**src/rtl/dcache_pkg.sv**
```systemverilog
// Shared data-cache definitions: default geometry, miss FSM state encoding, line-address helper.
package dcache_pkg;
  localparam int DC_ADDR_W   = 32;
  localparam int DC_OFFSET_W = 5;
  localparam int DC_INDEX_W  = 5;
  localparam int TAG_W       = DC_ADDR_W - DC_OFFSET_W - DC_INDEX_W;

  typedef enum logic [1:0] {
    IDLE  = 2'd0,
    WB    = 2'd1,
    ALLOC = 2'd2,
    FILL  = 2'd3
  } missState_e;

  function automatic logic [DC_ADDR_W-1:0] lineAddr(input logic [TAG_W-1:0] tag,
                                                    input logic [DC_INDEX_W-1:0] index);
    return {tag, index, {DC_OFFSET_W{1'b0}}};
  endfunction
endpackage

```
**src/rtl/sat_counter.sv**
```systemverilog
// Up-counter that sticks at all-ones instead of wrapping.
module sat_counter #(
  parameter int WIDTH = 32
) (
  input  logic             clk_i,
  input  logic             rst_i,
  input  logic             inc,
  output logic [WIDTH-1:0] cnt
);
  always_ff @(posedge clk_i or negedge rst_i) begin
    if (!rst_i)              cnt <= '0;
    else if (inc && ~&cnt)   cnt <= cnt + 1'b1;
  end
endmodule

```
**src/rtl/dcache_miss_ctrl.sv**
```systemverilog
// MEM-stage data-cache miss controller: stalls the pipeline, writes back a dirty victim,
// fetches the missing line over a req/ack port and pulses a cache fill.
module dcache_miss_ctrl import dcache_pkg::*; #(
  parameter int ADDR_W   = DC_ADDR_W,
  parameter int OFFSET_W = DC_OFFSET_W,
  parameter int INDEX_W  = DC_INDEX_W,
  parameter int CNT_W    = 32
) (
  input  logic                            clk_i,
  input  logic                            rst_i,
  input  logic                            memRead_i,
  input  logic                            memWrite_i,
  input  logic [ADDR_W-1:0]               addr_i,
  input  logic                            hit_i,
  input  logic                            dirty_i,
  input  logic [ADDR_W-OFFSET_W-INDEX_W-1:0] victimTag_i,
  output logic                            stall_o,
  output logic                            memReq_o,
  output logic                            memWe_o,
  output logic [ADDR_W-1:0]               memAddr_o,
  input  logic                            memAck_i,
  output logic                            cacheFill_o,
  output logic [CNT_W-1:0]                missCnt_o,
  output logic [CNT_W-1:0]                stallCnt_o
);
  localparam int TW = ADDR_W - OFFSET_W - INDEX_W;

  missState_e          state, stateNext;
  logic [TW-1:0]       tagQ, victimQ, tagSel, victimSel;
  logic [INDEX_W-1:0]  idxQ, idxSel;
  logic                miss, missTaken;
  logic                memReqNext, memWeNext;
  logic [ADDR_W-1:0]   memAddrNext;

  assign miss      = (memRead_i | memWrite_i) & ~hit_i;
  assign missTaken = (state == IDLE) & miss;
  assign stall_o   = (state != IDLE) | missTaken;
  assign cacheFill_o = (state == FILL);

  // On the cycle we leave IDLE the latches are not loaded yet, so take the live inputs.
  assign tagSel    = (state == IDLE) ? addr_i[ADDR_W-1 -: TW]      : tagQ;
  assign idxSel    = (state == IDLE) ? addr_i[OFFSET_W +: INDEX_W] : idxQ;
  assign victimSel = (state == IDLE) ? victimTag_i                 : victimQ;

  always_comb begin
    stateNext = state;
    case (state)
      IDLE:    if (miss) stateNext = dirty_i ? WB : ALLOC;
      WB:      if (memAck_i) stateNext = ALLOC;
      ALLOC:   if (memAck_i) stateNext = FILL;
      FILL:    stateNext = IDLE;
      default: stateNext = IDLE;
    endcase
  end

  // Request outputs are decoded from the next state so they register in with it.
  always_comb begin
    memReqNext  = (stateNext == WB) || (stateNext == ALLOC);
    memWeNext   = (stateNext == WB);
    memAddrNext = '0;
    if (stateNext == WB)         memAddrNext = {victimSel, idxSel, {OFFSET_W{1'b0}}};
    else if (stateNext == ALLOC) memAddrNext = {tagSel, idxSel, {OFFSET_W{1'b0}}};
  end

  always_ff @(posedge clk_i or negedge rst_i) begin
    if (!rst_i) begin
      state     <= IDLE;
      memReq_o  <= 1'b0;
      memWe_o   <= 1'b0;
      memAddr_o <= '0;
      tagQ      <= '0;
      idxQ      <= '0;
      victimQ   <= '0;
    end else begin
      state     <= stateNext;
      memReq_o  <= memReqNext;
      memWe_o   <= memWeNext;
      memAddr_o <= memAddrNext;
      if (missTaken) begin
        tagQ    <= addr_i[ADDR_W-1 -: TW];
        idxQ    <= addr_i[OFFSET_W +: INDEX_W];
        victimQ <= victimTag_i;
      end
    end
  end

  sat_counter #(.WIDTH(CNT_W)) uMissCnt (
    .clk_i (clk_i),
    .rst_i (rst_i),
    .inc   (missTaken),
    .cnt   (missCnt_o)
  );

  sat_counter #(.WIDTH(CNT_W)) uStallCnt (
    .clk_i (clk_i),
    .rst_i (rst_i),
    .inc   (stall_o),
    .cnt   (stallCnt_o)
  );
endmodule

```
**config.mk**
```make
export PLATFORM = sky130hd
export DESIGN_NAME = dcache_miss_ctrl
export DESIGN_NICKNAME = d
export VERILOG_FILES = /design/src/rtl/dcache_pkg.sv /design/src/rtl/sat_counter.sv /design/src/rtl/dcache_miss_ctrl.sv
export SDC_FILE = /design/constraint.sdc
export NUM_CORES = 1
export LEC_CHECK = 0
export ABC_CLOCK_PERIOD_IN_PS = 4500
export CAP_MARGIN = 20
export CORE_MARGIN = 5
export CORE_UTILIZATION = 35
export CTS_CLUSTER_SIZE = 20
export DETAILED_ROUTE_END_ITERATION = 7
export DONT_BUFFER_PORTS = 1
export PLACE_DENSITY_LB_ADDON = 0.15
export SYNTH_ARGS = -nofsm -noshare
export SYNTH_HDL_FRONTEND = slang
export SYNTH_HIERARCHICAL = 1
export SYNTH_SLANG_ARGS = --single-unit
```
**constraint.sdc**
```tcl
create_clock -name clk_i -period 4.5 [get_ports clk_i]
set_clock_uncertainty 0.1 [all_clocks]
set_input_delay 1.125 -clock clk_i [delete_from_list [all_inputs] [get_ports clk_i]]
set_output_delay 1.125 -clock clk_i [all_outputs]
set_load 0.005 [all_outputs]
```
# Yosys cells after proc, flatten, opt, wreduce, memory -nomap -nowiden
# Cells that the tools add are included.
# W data, S select, Z words.
# totals
reg_bits	149
input_bits	61
output_inout_bits	100
wordCells	40
# op_classes
n_addsub	2
n_eq_ne	5
muxes	10
n_bitwise	5
reduce_logical	9
# op_table
op	count
$add A32 B1 Y32 const B	2
$mux W32	2
$reduce_and A32 Y1	2
$mux W22	2
$mux W2	4
$pmux W2 S4	1
$eq A2 B2 Y1 const B	3
$mux W5	1
$eq A2 B1 Y1 const B	2
$and A1 B1 Y1	2
$logic_and A1 B1 Y1	2
$logic_not A1 Y1	2
$logic_not A2 Y1	1
$or A1 B1 Y1	2
$reduce_bool A2 Y1	1
$logic_or A1 B1 Y1	1
$not A1 Y1	1

# Longest topological paths before layout
# Gate-level depths: netlist (run 1).
# logic_depth
depth_word	7
mapped_depth	10
depth_no_buf	7

# Hierarchy
# Netlist (run 1), hierarchy kept.
# by_module_without_submodules
mod	n_inst	cells_per_inst	area_per_inst_um2	seq_area_each_um2
dcache_miss_ctrl	1	254	3749.8	2001.9
sat_counter	2	146	1580.3	800.8

# Worst setup path after synthesis (run 1)
# No wires, ideal clock.
# synth_path
path_kind	input port to flip-flop
from	input port hit_i
to	register memAddr_o[21]
setup_time_ns	0.138
arrival_ns	2.715
required_ns	4.262
setup_slack_ns	1.547
stages	8
path_buffers	1
path_cell_list	o21bai_4 or2_2 a221oi_1 ha_1 inv_1 nand2_1 clkbuf_1 o22ai_1
# synth_via
word_cells_on_any_way	8
classes_between	eq/ne (2); mux (4); bitwise (2)
# synth_lines
item	line	source
start, declared	dcache_miss_ctrl.sv:14	input logic hit_i,
$not A1 Y1	dcache_miss_ctrl.sv:35	assign miss = (memRead_i | memWrite_i) & ~hit_i;
$and A1 B1 Y1	dcache_miss_ctrl.sv:35	
$mux W2	dcache_miss_ctrl.sv:48	IDLE: if (miss) stateNext = dirty_i ? WB : ALLOC;
$pmux W2 S4	dcache_miss_ctrl.sv:47	case (state)
via stateNext[0]	dcache_miss_ctrl.sv:28	missState_e state, stateNext;
$eq A2 B1 Y1	-	
via memWeNext	dcache_miss_ctrl.sv:32	logic memReqNext, memWeNext;
$mux W32	dcache_miss_ctrl.sv:61	if (stateNext == WB) memAddrNext = {victimSel, idxSel, {OFFSET_W{1'b0}}};
via memAddrNext[21]	dcache_miss_ctrl.sv:33	logic [ADDR_W-1:0] memAddrNext;
end signal, assigned	dcache_miss_ctrl.sv:78	memAddr_o <= memAddrNext;
end, declared	dcache_miss_ctrl.sv:20	output logic [ADDR_W-1:0] memAddr_o,
# The timed path passes the listed nets, and every way through them passes these cells.
# A chain may end at the register's enable or synchronous reset.

# Worst setup path in the final report (run 1)
# layout_path
from	input port hit_i
to	register memAddr_o[29]
# The elaborated chain is that of the path after synthesis.

==> results.py, run 1 <==
metrics = {
    "run_status": {
        "status": "complete, no violations",
    },
    "final_layout": {
        "layoutNonFillerInstCount": 829,
        "fin_nets": 617,
        "final_layout_size_suffix_gt1_share_pct": 19.5,
        "syn_to_final_growth_pct": 11.2,
        "antennaDiodeCount": 0,
        "regArea_um2": 3600,
        "nFillCells": 1884,
        "multi_input_comb_area_um2": 3100,
    },
    "hold_path": {
        "hold_path.class": "in2async",
    },
    "yosys": {
        "synth_xor_area_share_pct": 7.10,
        "avgSynthCellArea_um2": 12.7,
        "synth-async-reset-ratio_pct": 100,
        "synth_top_area_share_pct": 52.1,
        "yosys_warnings": 6,
        "synthCells": 546,
        "synth_largest_area_cell": "dfrtp_1",
        "synth_simple_gate_area_share_pct": 13.5,
        "synthTopCellsByArea": "dfrtp_1 52%, mux2_4 11%, mux2i_1 6.4%",
        "synth_top_family_by_area": "multiplexers",
        "synthFlopType": "dfrtp_1",
        "synth-edff-count": 0,
        "synth_seq_cells": 144,
        "muxShareOfSynthArea_pct": 17.3,
        "ys_seq_area_share_pct": 52.1,
        "syn_area_um2": 6910,
        "yosysUniqueCellTypes": 47,
        "synth_commonest_cells": "144 x dfrtp_1, 49 x mux2_4, 44 x mux2i_1",
        "synthAdderAreaFrac_pct": 0.724,
        "yosysMostFrequentCell": "dfrtp_1",
        "synth_compound_area_share_pct": 5.96,
    },
    "cts": {
        "clk_pin_slew_ns": 0.06,
        "clk_path_buf_depth": 2,
        "cts_setup_buffers": 0,
        "cts_hold_buf": 0,
        "cts-htree-levels": 4,
        "clk_latency_ns": 0.41,
        "cts_buffers": 17,
        "ctsRootBufferMaster": "clkbuf_16",
        "post_cts_resized": 0,
        "clock-sinks": 144,
        "cts_tree": "built",
    },
    "power_and_ir_drop": {
        "p_per_area_nw_per_um2": 622,
        "finalPower_uw": 4780,
        "p_leak_uw": 0.00334,
        "irDropWorstVdd_v": 0.000270,
    },
    "drt": {
        "drtIter0Drc": 178,
        "wirelength_um": 16000,
        "wl_per_cell_um": 19.3,
        "routed.top_layer": "met4",
        "drc_errors": 0,
        "num_vias": 4154,
        "met3_length_um": 1320,
        "drt_pass1_iterations": 4,
        "vias_per_cell": 5.01,
        "wl_met1_um": 6810,
        "met2_wirelength_um": 7680,
        "ant_nets": 0,
    },
    "timing": {
        "relSlewSlack_pct": 36.0,
        "maxClockFrequency_ghz": 0.341,
        "final-setup-viol-count": 0,
        "fin_tns_setup_ns": 0,
        "hold_viol": 0,
        "rsz0062_at_grt": "false",
        "period_needed_ns": 2.93,
        "timing_worst_slew_pin_value_ns": 0.961,
        "period_share_pct": 65.1,
        "maxSlewViolCount": 0,
    },
    "global_route": {
        "grt_first_pass_wirelength_um": 25000,
        "grt_usage_pct": 14.3,
        "overflow": 0,
        "first_global_vias": 4373,
        "grt_start_max_net_pins": 145,
        "antenna_found_initial": 0,
    },
    "setup_path": {
        "critPathLaunch": "hit_i",
        "cp_slowest_stage_delay_ns": 0.37,
        "setup.worst_path.end": "memAddr_o[29]",
        "reg2reg_depth": 7,
        "cp_max_fo": 23,
        "path_class": "in2reg",
        "crit_path_frequent_cell": "buf_4",
        "worstPathCellList": "o21bai_4, or2_2, a221oi_1, ha_1, inv_1, buf_4, nand2_1, buf_4, o22ai_1",
        "worstSetupEndpointType": "flip-flop",
        "ff2ff_setup_slack_ns": 1.92,
        "cp_slowest_cell": "a221oi_1",
        "timing.rr.start": "state[1]",
        "worstPathArrival_ns": 3.10,
        "cp-start-kind": "primary input",
        "critPathRequiredTime_ns": 4.67,
        "rr_endpoint": "uMissCnt/cnt[21]",
    },
    "placed_design": {
        "place.gp.congestion": 0.799,
        "placed_cells": 798,
        "io_buffers": 0,
        "hpwl_um": 10700,
    },
    "die": {
        "start_util_pct": 35.5,
        "rows": 51,
        "io_pins": 161,
        "die_area_um2": 22700,
        "die_w_um": 151,
        "die_h_um": 151,
        "core_area_um2": 19500,
    },
    "run": {
        "cap_violations": 0,
    },
}
how the worst min path moves through the flow:
| stage | depth (start not counted) | to | slack (ns) |
|---|---|---|---|
| after floorplan | 1 | victimQ[11] | 0.38 |
| after global placement | 1 | victimQ[14] | 0.39 |
| after detailed placement | 1 | victimQ[11] | 0.39 |
| after CTS | 0 | tagQ[2] | 0.28 |
| after global routing | 0 | tagQ[1] | 0.28 |
| final | 0 | tagQ[1] | 0.31 |
metal layers:
| metal | track usage, % | up-vias |
|---|---|---|
| li1 | - | 1970 |
| met1 | 18.2 | 2076 |
| met2 | 22.5 | 99 |
| met3 | 5.93 | 9 |
| met4 | 3.84 | 0 |
| met5 | 0 | - |
cell usage in the layout, fill, tap and decap left out, drive strengths merged, types with 12 or more instances in the layout:
| master | count |
|---|---|
| o22ai | 22 |
| a21oi | 15 |
| xnor2 | 42 |
| nor2 | 27 |
| and3 | 12 |
| dfrtp | 144 |
| nand2 | 37 |
| clkbuf | 21 |
| mux2i | 44 |
| nand3 | 30 |
| mux2 | 51 |
| nand4 | 24 |
| xor2 | 14 |
registers in the layout, indices dropped and copies added (netlist names):
| register | flops |
|---|---|
| uStallCnt/cnt | 32 |
| idxQ | 5 |
| state | 2 |
| memWe_o | 1 |
| uMissCnt/cnt | 32 |
| memReq_o | 1 |
| tagQ | 22 |
| memAddr_o | 27 |
| victimQ | 22 |
power by group:
group | internal, µW | switching, µW
logic | 747 | 618
clock network | 897 | 542
registers | 1690 | 287
total | 3330 | 1450
stage by stage:
step / hold WS, ns / setup slack, ns / cell area, µm² / utilization, %
global placement: 0.392 / 1.21 / 7090 / 36.4
detailed placement: 0.394 / 1.16 / 7090 / 36.4
CTS: 0.281 / 1.60 / 7680 / 39.5
floorplan: 0.381 / 1.55 / 6930 / -
finish: 0.309 / 1.57 / 7680 / 39.5
global route: 0.276 / 1.42 / 7680 / 39.5
area by class of cell:
cell class	instances	area share [%]
inverters	6	0.293
flip-flops and latches	144	46.9
multi-input cells	379	40.3
repair buffers	4	0.391
well taps	265	4.32
clock inverters	10	1.77
clock buffers	21	5.99
kinds of logic (layout without fill, tap and decap cells):
family                   count (synthesis)  count (layout)
multiplexers                            95              95
AND/OR/NAND/NOR                        163             163
XOR/XNOR                                56              56
flip-flops                             144             144
adder cells (fa/ha/maj)                  4               4
AO/OA/AOI/OAI                           56              56
other                                    1               5
buffers and inverters                   27              41
critical path, delay by kind of cell:
kind                       cells  cell delay [ns]
AOI/OAI and AO/OA              3             0.71
adders and majority gates      1             0.25
buffers and inverters          3             0.60
and+or+nand+nor                2             0.40
(Power assumes the default switching activity.)
==> run 2, diff against run 1 <==
--- a/config.mk
+++ b/config.mk
@@ -5,7 +5,7 @@
 export SDC_FILE = /design/constraint.sdc
 export NUM_CORES = 1
 export LEC_CHECK = 0
-export ABC_CLOCK_PERIOD_IN_PS = 4500
+export ABC_CLOCK_PERIOD_IN_PS = 2350
 export CAP_MARGIN = 20
 export CORE_MARGIN = 5
 export CORE_UTILIZATION = 35
==> constraint.sdc (replaced) <==
create_clock -name clk_i -period 2.35 [get_ports clk_i]
set_clock_uncertainty 0.1 [all_clocks]
set_input_delay 0.5875 -clock clk_i [delete_from_list [all_inputs] [get_ports clk_i]]
set_output_delay 0.5875 -clock clk_i [all_outputs]
set_load 0.005 [all_outputs]
==> run 2 against run 1 <==
Compared with the run above:
- the run now ends with hold timing left
- largest power group unchanged
- critical path type is now reg2reg
- hold slack got worse by 0.55 ns
- power increased by 93%
- combinational power rose by 110%
- highest routed layer unchanged
- worst setup slack lost 1.5 ns
- final cell count grew 3.0%
- non-clock buffer count up 25
- clock power up 83%
- critical endpoint is now uMissCnt/cnt[26]
==> results.py, run 2 (synthesis results as in run 1) <==
metrics = {
    "drt": {
        "vias_per_cell": 5.04,
        "wl_per_cell_um": 18.9,
        "num_vias": 4305,
        "ant_nets": 0,
        "drc_errors": 0,
        "drt_pass1_iterations": 4,
        "drtIter0Drc": 157,
        "wirelength_um": 16100,
    },
    "die": {
        "die_h_um": 151,
        "io_pins": 161,
        "die_area_um2": 22700,
        "core_area_um2": 19500,
        "rows": 51,
        "die_w_um": 151,
        "start_util_pct": 35.5,
    },
    "global_route": {
        "first_global_vias": 4648,
        "antenna_found_initial": 0,
        "grt_start_max_net_pins": 145,
        "grt_first_pass_wirelength_um": 25900,
        "overflow": 0,
        "grt_usage_pct": 14.7,
    },
    "run": {
        "cap_violations": 0,
    },
    "cts": {
        "cts_tree": "built",
        "ctsRootBufferMaster": "clkbuf_16",
        "cts_buffers": 17,
        "cts-htree-levels": 4,
        "clk_pin_slew_ns": 0.06,
        "clk_path_buf_depth": 2,
        "clk_latency_ns": 0.41,
        "clock-sinks": 144,
    },
    "setup_path": {
        "timing.rr.start": "state[1]",
        "critPathRequiredTime_ns": 2.55,
        "worstSetupEndpointType": "flip-flop",
        "worstPathArrival_ns": 2.47,
        "path_class": "reg2reg",
        "rr_endpoint": "uMissCnt/cnt[26]",
        "cp-start-kind": "flip-flop",
        "ff2ff_setup_slack_ns": 0.08,
        "reg2reg_depth": 8,
        "cp_max_fo": 4,
    },
    "final_layout": {
        "fin_nets": 642,
        "layout_common_cells": "144 x dfrtp_1, 49 x mux2_4, 44 x mux2i_1",
        "nFillCells": 1882,
        "syn_to_final_growth_pct": 13.9,
        "final_core_util_pct": 40.4,
        "final_common_cell": "dfrtp_1",
        "antennaDiodeCount": 0,
        "final_layout_size_suffix_gt1_share_pct": 23.3,
        "reg.largest.list": "uMissCnt/cnt x32, uStallCnt/cnt x32, memAddr_o x27",
    },
    "timing": {
        "fin_ws_ns": 0.0804,
        "timing_worst_slew_pin_value_ns": 0.780,
        "period_needed_ns": 2.27,
        "hold_viol": 144,
        "final-setup-viol-count": 0,
        "rsz0062_at_grt": "false",
        "period_share_pct": 96.6,
        "fin_tns_setup_ns": 0,
        "timing.hold.ws_ns": -0.237,
        "maxClockFrequency_ghz": 0.441,
        "relSlewSlack_pct": 48.0,
        "maxSlewViolCount": 0,
    },
    "power_and_ir_drop": {
        "p_int_uw": 6360,
        "power.switching_uw": 2830,
        "pwr-share-clk_pct": 28.6,
        "switching_share_pct": 30.8,
        "p_per_area_nw_per_um2": 1170,
        "seqPwrFrac_pct": 40.9,
        "p_leak_uw": 0.00346,
        "irDropWorstVdd_v": 0.000505,
        "pwr-share-comb_pct": 30.5,
    },
    "hold_path": {
        "hold_path.class": "in2async",
    },
    "placed_design": {
        "place.gp.congestion": 0.757,
        "io_buffers": 0,
        "hpwl_um": 11100,
        "dp_slack_ns": -0.0797,
    },
    "run_status": {
        "status": "complete, but fails checks",
        "violations": "hold timing",
    },
}
[run 2: cell count changes in the layout (fill, tap and decap cells not counted)]
| cell | previous run | this run |
|---|---|---|
| a211oi_1 | 4 | 3 |
| a211oi_2 | 2 | 3 |
| a41oi_1 | 2 | 1 |
| a41oi_2 | 0 | 1 |
| buf_12 | 0 | 1 |
| buf_4 | 4 | 28 |
| bufinv_16 | 3 | 2 |
| clkbuf_8 | 2 | 0 |
| clkinv_2 | 3 | 2 |
| clkinv_4 | 1 | 2 |
| inv_6 | 0 | 3 |
[run 2: final cells by class]
cell class,count,area (µm²),share of cell area (%)
Sequential cell,144,3600,45.8
Multi-Input combinational cell,379,3110,39.5
Clock inverter,12,136,1.73
Timing Repair Buffer,29,230,2.93
Tap cell,265,332,4.21
Clock buffer,19,433,5.50
Inverter,6,22.5,0.286
[run 2: worst max-delay path by stage]
stage / from / end / cells past startpoint
global placement: hit_i / memAddr_o[28] / 8
finish: state[1] / uMissCnt/cnt[26] / 8
CTS: state[1] / uMissCnt/cnt[22] / 7
global route: state[1] / uMissCnt/cnt[27] / 7
detailed placement: hit_i / memAddr_o[21] / 8
floorplan: hit_i / memAddr_o[21] / 8
[run 2: stage by stage]
| step | area [µm²] | total power, µW | cells |
|---|---|---|---|
| 5_1_grt | 7870 | 9760 | 854 |
| 3_5_place_dp | 7280 | 6650 | 822 |
| 6_report | 7870 | 9200 | 854 |
| 3_3_place_gp | 7280 | 6550 | 822 |
| 2_1_floorplan | 6930 | 5940 | 550 |
| 4_1_cts | 7850 | 9360 | 853 |
[run 2: power groups by stage]
stage / combinational [µW] / sequential (µW) / clock (µW)
floorplan: 2320 / 3630 / 0
global placement: 2770 / 3780 / 0
detailed placement: 2850 / 3800 / 0
CTS: 2860 / 3770 / 2730
global route: 3080 / 3860 / 2820
finish: 2810 / 3760 / 2630
[run 2: worst max-delay path, cell delays in order (launching register included)]
cell and delay [ns]:
dfrtp_1 0.37, or2_0 0.34, nor2_8 0.18, and4_1 0.24
nand4_1 0.18, buf_4 0.20, a211oi_4 0.26, nand3_1 0.14
xnor2_1 0.14
[run 2: routing by layer]
| layer | track usage, % | vias up | part of all wire [%] |
|---|---|---|---|
| li1 | - | 2020 | - |
| met1 | 17.5 | 2148 | 41 |
| met2 | 23.7 | 118 | 48 |
| met3 | 6.32 | 19 | 9.2 |
| met4 | 5.40 | 0 | 1.8 |
| met5 | 0 | - | 0 |
[run 2: repair_timing]
| action | CTS | global route |
|---|---|---|
| resized for setup | 0 | 1 |
| buffers inserted | 0 | 1 |
| hold endpoints to repair | 144 | 144 |
| endpoints found under the setup margin | 0 | 5 |
==> run 3, diff against run 2 <==
--- a/config.mk
+++ b/config.mk
@@ -5,13 +5,14 @@
 export SDC_FILE = /design/constraint.sdc
 export NUM_CORES = 1
 export LEC_CHECK = 0
-export ABC_CLOCK_PERIOD_IN_PS = 2350
+export ABC_CLOCK_PERIOD_IN_PS = 1950
 export CAP_MARGIN = 20
 export CORE_MARGIN = 5
 export CORE_UTILIZATION = 35
 export CTS_CLUSTER_SIZE = 20
 export DETAILED_ROUTE_END_ITERATION = 7
 export DONT_BUFFER_PORTS = 1
+export GPL_TIMING_DRIVEN = 0
 export PLACE_DENSITY_LB_ADDON = 0.15
 export SYNTH_ARGS = -nofsm -noshare
 export SYNTH_HDL_FRONTEND = slang
==> constraint.sdc (replaced) <==
create_clock -name clk_i -period 1.95 [get_ports clk_i]
set_clock_uncertainty 0.1 [all_clocks]
set_input_delay 0.4875 -clock clk_i [delete_from_list [all_inputs] [get_ports clk_i]]
set_output_delay 0.4875 -clock clk_i [all_outputs]
set_load 0.005 [all_outputs]
==> run 3 against run 2 <==
Compared with the run above:
- the flow finishes with violations (hold timing, setup timing)
- final cell count grew 4.3%
- non-clock buffer count is 36 higher
- first-iteration DRC count shrank 8.3%
- die area unchanged
- combinational power increased by 48%
- hold slack got worse by 0.095 ns
- global-route usage is 0.76 points higher
- maximum frequency up 3.2%
- clock-buffer cell count shrank 2
- clock power increased by 22%
- power is 29% higher
- largest cell class unchanged
- highest routed layer unchanged
==> results.py, run 3 (synthesis results as in run 1) <==
metrics = {
    "hold_path": {
        "hold_path.class": "in2async",
    },
    "final_layout": {
        "layoutNonFillerInstCount": 891,
        "final_layout_size_suffix_gt1_share_pct": 40.1,
        "syn_to_final_growth_pct": 25.4,
        "nFillCells": 1813,
        "final_common_cell": "dfrtp_1",
        "multi_input_comb_area_um2": 3500,
        "antennaDiodeCount": 0,
        "layout_common_cells": "118 x dfrtp_1, 51 x mux2_4, 47 x buf_4",
        "regArea_um2": 3640,
        "fin_area_um2": 8670,
        "reg.largest.list": "uMissCnt/cnt x32, uStallCnt/cnt x32, memAddr_o x27",
        "fin_nets": 678,
    },
    "drt": {
        "wl_per_cell_um": 19.6,
        "num_vias": 4512,
        "vias_per_cell": 5.06,
        "ant_nets": 0,
        "drt_pass1_iterations": 4,
        "wirelength_um": 17500,
        "drc_errors": 0,
        "drtIter0Drc": 144,
    },
    "timing": {
        "timing_worst_slew_pin_value_ns": 0.570,
        "final-setup-viol-count": 57,
        "fin_tns_setup_ns": -6.33,
        "rsz0062_at_grt": "true",
        "maxSlewViolCount": 0,
        "fin_ws_ns": -0.250,
        "relSlewSlack_pct": 61.7,
        "maxClockFrequency_ghz": 0.455,
        "timing.hold.ws_ns": -0.332,
        "period_share_pct": 113,
        "hold_viol": 144,
        "period_needed_ns": 2.20,
    },
    "run_status": {
        "status": "complete, but fails checks",
        "violations": "hold timing, setup timing",
    },
    "global_route": {
        "overflow": 0,
        "antenna_found_initial": 0,
        "grt_start_max_net_pins": 145,
        "first_global_vias": 4713,
        "grt_usage_pct": 15.5,
        "grt_first_pass_wirelength_um": 27100,
    },
    "power_and_ir_drop": {
        "p_per_area_nw_per_um2": 1370,
        "irDropWorstVdd_v": 0.000599,
        "p_leak_uw": 0.00378,
    },
    "cts": {
        "cts-htree-levels": 4,
        "cts_buffers": 17,
        "clk_pin_slew_ns": 0.07,
        "clock-sinks": 144,
        "clk_latency_ns": 0.41,
        "ctsRootBufferMaster": "clkbuf_16",
        "cts_tree": "built",
        "clk_path_buf_depth": 2,
    },
    "run": {
        "cap_violations": 0,
    },
    "setup_path": {
        "cp-start-kind": "flip-flop",
        "cp_max_fo": 5,
        "path_class": "reg2reg",
        "worstSetupEndpointType": "flip-flop",
        "critPathRequiredTime_ns": 2.19,
        "worstPathArrival_ns": 2.44,
    },
    "placed_design": {
        "dp_slack_ns": -0.729,
        "placed_cells": 815,
        "dpl_cell_area_um2": 7290,
        "hpwl_um": 11400,
        "io_buffers": 0,
        "place.gp.congestion": 0.814,
    },
    "die": {
        "rows": 51,
        "die_w_um": 151,
        "start_util_pct": 35.5,
        "core_area_um2": 19500,
        "io_pins": 161,
        "die_h_um": 151,
        "die_area_um2": 22700,
    },
}
==> run 3: cell count changes in the layout (fill, tap and decap cells not counted), moves of 5 or more <==
cell	change
nand2_1	-5
buf_4	+19
dfrtp_2	+26
dfrtp_1	-26
nor2_4	+7
nor2_1	-11
buf_6	+6
==> run 3: report_power, final <==
part,switching (µW),internal (µW),total [µW]
combinational,1750,2400,4150
sequential,627,3890,4520
clock,1410,1800,3210
total,3790,8100,11900
==> run 3: timing repair <==
| action | in CTS | in global routing |
|---|---|---|
| endpoints found under the setup margin | 90 | 81 |
| pin swaps | 28 | 25 |
| cloned | 1 | 0 |
| endpoints found under the hold margin | 144 | 144 |
| buffers inserted | 25 | 21 |
| gates resized for setup | 44 | 85 |
==> run 3: worst max-delay path: stages, from the launching register on <==
cell and delay (ns):
dfrtp_2 0.41, or2_4 0.28, nor2_8 0.12, and4_4 0.23, nand4_1 0.10, buf_6 0.16, a211o_4 0.34, buf_4 0.15
nor2_4 0.07, xor2_1 0.15
==> run 3: per-layer routing <==
metal  up-vias  part of all wire, %  global-route usage [%]
li1       2085                    -                       -
met1      2289                   43                    19.8
met2       122                   48                    24.3
met3        16                  7.8                    5.72
met4         0                  1.2                    5.12
met5         -                    0                       0
==> run 3: layout make-up <==
cell class,instances,area share [%]
Sequential cell,144,42.0
Multi-Input combinational cell,379,40.4
Clock buffer,17,4.91
Timing Repair Buffer,47,4.52
Tap cell,265,3.83
Buffer,18,2.38
Clock inverter,15,1.72
Inverter,6,0.289
==> run 3: through the flow <==
step | power, µW | hold slack, ns | util, %
final | 11900 | -0.332 | 44.5
after global routing | 12600 | -0.362 | 44.5
after CTS | 11700 | -0.358 | 42.3
after detailed placement | 8010 | 0.0999 | 37.5
after global placement | 7920 | 0.100 | 37.5
after floorplan | 7190 | 0.0919 | -
==> run 3: path summary, 6_finish.rpt <==
kind                                          to   startpoint  cells past startpoint  slack (ns)
min in group clk_i                      state[0]     memAck_i                      1        0.07
worst min-delay path                    tagQ[21]        rst_i                      0       -0.33
worst max-delay path            uMissCnt/cnt[18]     state[1]                      9       -0.25
worst max register to register  uMissCnt/cnt[18]     state[1]                      9       -0.25
max in group asynchronous       uMissCnt/cnt[13]        rst_i                      0        1.71
worst min register to register       victimQ[14]  victimQ[14]                      1        0.41
